==> src/rtl/lap_stopwatch.sv <==
// ============================================================================
// Module   : lap_stopwatch
// Purpose  : BCD stopwatch with run/pause/clear control, prescaled tick,
//            lap capture with one-cycle strobe, and sticky wrap flag.
// Revision : 1.0
// ============================================================================
`default_nettype none

module lap_stopwatch #(
   parameter int DIGITS   = 4,
   parameter int TICK_DIV = 1
) (
   input  logic                clk,
   input  logic                rst,
   input  logic                start,
   input  logic                pause,
   input  logic                clear,
   input  logic                lap,
   output logic [4*DIGITS-1:0] count,
   output logic [4*DIGITS-1:0] lap_count,
   output logic                lap_strobe,
   output logic                running,
   output logic                overflow
);

   localparam int         W        = 4 * DIGITS;
   localparam logic [1:0] S_IDLE   = 2'd0;
   localparam logic [1:0] S_RUN    = 2'd1;
   localparam logic [1:0] S_PAUSED = 2'd2;
   localparam logic [15:0] PRE_LAST = 16'(TICK_DIV - 1);

   logic [1:0]   state;
   logic [1:0]   state_next;
   logic [15:0]  prescaler;
   logic         advance;
   logic         tick;
   logic         wrap;
   logic         carry;
   logic         lap_take;
   logic [W-1:0] count_inc;

   // A pause or clear sampled on this edge suppresses counting on the same edge.
   assign advance  = (state == S_RUN) && !pause && !clear;
   assign tick     = (prescaler == PRE_LAST);
   assign lap_take = lap && !clear && ((state == S_RUN) || (state == S_PAUSED));

   always_comb begin
      count_inc = count;
      carry     = 1'b1;
      for (int i = 0; i < DIGITS; i++) begin
         if (carry) begin
            if (count[4*i +: 4] == 4'd9) begin
               count_inc[4*i +: 4] = 4'd0;
            end else begin
               count_inc[4*i +: 4] = count[4*i +: 4] + 4'd1;
               carry               = 1'b0;
            end
         end
      end
      wrap = carry;
   end

   always_ff @(posedge clk or negedge rst) begin
      if (!rst) begin
         state <= S_IDLE;
      end else begin
         state <= state_next;
      end
   end

   always_comb begin
      state_next = state;
      if (clear) begin
         state_next = S_IDLE;
      end else begin
         case (state)
            S_IDLE:   if (start && !pause) state_next = S_RUN;
            S_RUN:    if (pause)           state_next = S_PAUSED;
            S_PAUSED: if (start && !pause) state_next = S_RUN;
            default:                       state_next = S_IDLE;
         endcase
      end
   end

   always_comb begin
      running = (state == S_RUN);
   end

   always_ff @(posedge clk or negedge rst) begin
      if (!rst) begin
         prescaler <= '0;
         count     <= '0;
         overflow  <= 1'b0;
      end else if (clear) begin
         prescaler <= '0;
         count     <= '0;
         overflow  <= 1'b0;
      end else if (advance) begin
         if (tick) begin
            prescaler <= '0;
            count     <= count_inc;
            if (wrap) overflow <= 1'b1;
         end else begin
            prescaler <= prescaler + 16'd1;
         end
      end
   end

   always_ff @(posedge clk or negedge rst) begin
      if (!rst) begin
         lap_count  <= '0;
         lap_strobe <= 1'b0;
      end else begin
         lap_strobe <= lap_take;
         if (clear) begin
            lap_count <= '0;
         end else if (lap_take) begin
            lap_count <= count;
         end
      end
   end

endmodule

`default_nettype wire

==> config.mk <==
export PLATFORM = sky130hd
export DESIGN_NAME = lap_stopwatch
export DESIGN_NICKNAME = d
export VERILOG_FILES = /design/src/rtl/lap_stopwatch.sv
export SDC_FILE = /design/constraint.sdc
export NUM_CORES = 1
export LEC_CHECK = 0
export CAP_MARGIN = 20
export CORE_ASPECT_RATIO = 1.4
export CORE_MARGIN = 2
export CORE_UTILIZATION = 54
export DETAILED_ROUTE_END_ITERATION = 8
export PLACE_DENSITY = 0.85
export SYNTH_ARGS = -nofsm -noshare
export SYNTH_HDL_FRONTEND = slang
export SYNTH_SLANG_ARGS = --single-unit
==> constraint.sdc <==
create_clock -name clk -period 2.3 [get_ports clk]
set_input_delay 0.575 -clock clk [delete_from_list [all_inputs] [get_ports clk]]
set_output_delay 0.575 -clock clk [all_outputs]
set_load 0.005 [all_outputs]
==> results of run 1 <==
==> worst max-delay path, cell delays in order, from the launching register on <==
cell and delay [ps]:
dfrtp_1 420, ha_1 280, clkdlybuf4s50_1 530
==> flip-flops by register name, indices dropped and copies added (netlist names) <==
signal,cells
lap_strobe,1
prescaler,16
state,2
count,16
lap_count,16
overflow,1
==> how the worst max path moves through the flow <==
stage	from	endpoint	depth (start not counted)	slack [ps]
floorplan	count[1]	count[14]	8	510
global placement	pause	count[9]	6	130
detailed placement	pause	prescaler[10]	6	70
CTS	prescaler[0]	count[4]	6	130
global route	prescaler[0]	count[8]	7	90
finish	state[0]	running	2	190
==> per-stage QoR <==
stage | setup slack [ps] | hold slack (ps)
final | 193 | 259
after global routing | 88.8 | 295
after CTS | 134 | 274
after detailed placement | 67.9 | 482
after global placement | 134 | 481
after floorplan | 508 | 279
==> where the power goes <==
group / total (mW) / internal, mW / switching (mW)
sequential: 0.918 / 0.916 / 0.00257
clock: 0.659 / 0.356 / 0.303
combinational: 0.0922 / 0.0335 / 0.0588
==> synth_stat cells (7+ instances only) <==
cell      number
a21oi_1       14
clkbuf_1       8
nand3_1       15
nor2_1        14
or4_1          7
o21ai_1        8
xor2_1         7
a22o_1        16
nor3_1        12
dfrtp_1       52
and3_1         7
ha_1          11
inv_1         11
a31oi_1       10
==> layer usage <==
layer | track usage, % | vias up
li1 | - | 1076
met1 | 26.8 | 1146
met2 | 42.3 | 56
met3 | 3.60 | 12
met4 | 9.48 | 0
met5 | 0 | -
==> layout make-up <==
class | count | area (µm²)
inverters | 12 | 45.0
multi-input cells | 182 | 1300
clock buffers | 6 | 82.6
fillers | 372 | 1480
repair buffers | 55 | 546
clock inverters | 2 | 38.8
well taps | 64 | 80.1
flip-flops and latches | 52 | 1300
==> kinds of logic (layout without fill, tap and decap cells) <==
logic type      Yosys count  count (layout)  synth area share (%)
mux                       4               4                  1.65
flops                    52              52                  47.6
fa+ha+maj                11              11                  5.03
buf+inv                  29              75                  4.76
xor+xnor                  9               9                  2.88
compound gates           68              68                  17.7
simple gates             90              90                  20.4
==> timing repair <==
item | 4_1_cts | 5_1_grt
buffers inserted | 0 | 2
endpoints found under the setup margin | 0 | 2
gates resized for setup | 0 | 0
==> flow_summary.yaml, run 1 <==
yosys:
  yosys_most_used_dff: "dfrtp_1"
  netlist_area_mm2: 0.00274
  synth_top_area_share_pct: 47.6
  yosysWarnings: 0
  synth_edf_count: 0
  synth_seq_cells: 52
  ys_seq_area_share_pct: 47.6
  yosysUniqueCellTypes: 47
  syn-num-nets: 280
  synth_cells: 263
  async_flop_share_pct: 100
  synth_top_area_cell: "dfrtp_1"
  synth_area_per_cell_um2: 10.4
  synth_top_cells_by_area: "dfrtp_1 (48%), a22o_1 (5.1%), ha_1 (5.0%)"
placement:
  gp_congestion: 0.848
  port_buffers: 40
  dp.cells: 363
  dpl_cell_area_mm2: 0.00326
  dp_hpwl_mm: 4.34
setup_path:
  cp-start-kind: "flip-flop"
  worstSetupPathType: "reg -> out"
  rrSetupSlack_ps: 250
  reg2regPathDepth: 7
  path_max_fanout: 6
  arrival_ps: 1530
  r2r-end: "count[4]"
  r2r_start: "prescaler[0]"
  cp-end-kind: "output pin"
  worstPathRequired_ps: 1730
run:
  max-cap-violations: 0
timing:
  worstMarginPinSlew_ps: 586
  setup_violations: 0
  fin_crit_sh_pct: 91.6
  relSlewSlack_pct: 60.9
  fin_crit_ps: 2110
  hold_violations: 0
  final.setup.tns_ps: 0
  rsz0062_at_grt: "no"
  drv_slew: 0
  fin_skew_ps: 11.4
  timing.fmax_mhz: 475
routing:
  top_layer: "met4"
  met1_length_mm: 2.46
  dr_wl_met2_mm: 3.38
  routed_wirelength_mm: 6.20
  drt-initial-drc-count: 217
  drc: 0
  viasPerCell: 6.14
  wl_per_cell_um: 16.6
  dr.pass1.iters: 4
  wl_met3_um: 221
  ant_nets: 0
  vias: 2290
grt:
  grt_pass1_vias: 2217
  grtUsageTotal_pct: 23.1
  antenna_found_initial: 0
  grt_max_degree: 35
  overflow: 0
  grt_pass1_wl_mm: 10.3
floorplan:
  die_h_um: 88.2
  start_util_pct: 56.1
  core-area_mm2: 0.00488
  dieArea_mm2: 0.00566
  num_rows: 30
  die_w_um: 64.2
  io_pins: 41
cells_and_area:
  final_util_pct: 69.6
  stdcell_count: 373
  drive_gt1_share_pct: 10.0
  n_antenna_cell: 0
  mostFrequentLayoutCell: "dfrtp_1"
  syn_to_final_growth_pct: 24.2
  postLayoutCellArea_mm2: 0.00340
  fin_nets: 325
  mostFrequentLayoutCells: "dfrtp_1 (52), clkdlybuf4s50_1 (39), a22o_1 (16)"
cts:
  worstSkewPairLatency_ps: 310
  numCtsBuffers: 5
  cts_tree: "built"
  ctsHoldBuffers: 0
  ctsHtreeMaxLevel: 2
  clockBufferDepth: 2
  cts_root_buffer: "clkbuf_8"
  clkTransAtPathRegs_ps: 100
  clock_sinks: 52
pwr:
  total_power_mw: 1.67
  ir_drop_v: 0.000281
  p_per_area_mw_per_mm2: 491
  leakage_nw: 1.49
outcome:
  status: "finished clean"
hold_path:
  hold_path_class: "in -> async"
(Power assumes the default switching activity.)
==> run 2, diff against run 1 <==
--- a/config.mk
+++ b/config.mk
@@ -10,6 +10,7 @@
 export CORE_MARGIN = 2
 export CORE_UTILIZATION = 54
 export DETAILED_ROUTE_END_ITERATION = 8
+export HOLD_SLACK_MARGIN = 0.05
 export PLACE_DENSITY = 0.85
 export SYNTH_ARGS = -nofsm -noshare
 export SYNTH_HDL_FRONTEND = slang
==> results of run 2 <==
The final DEF is identical to that of run 1; final timing and power are the same.
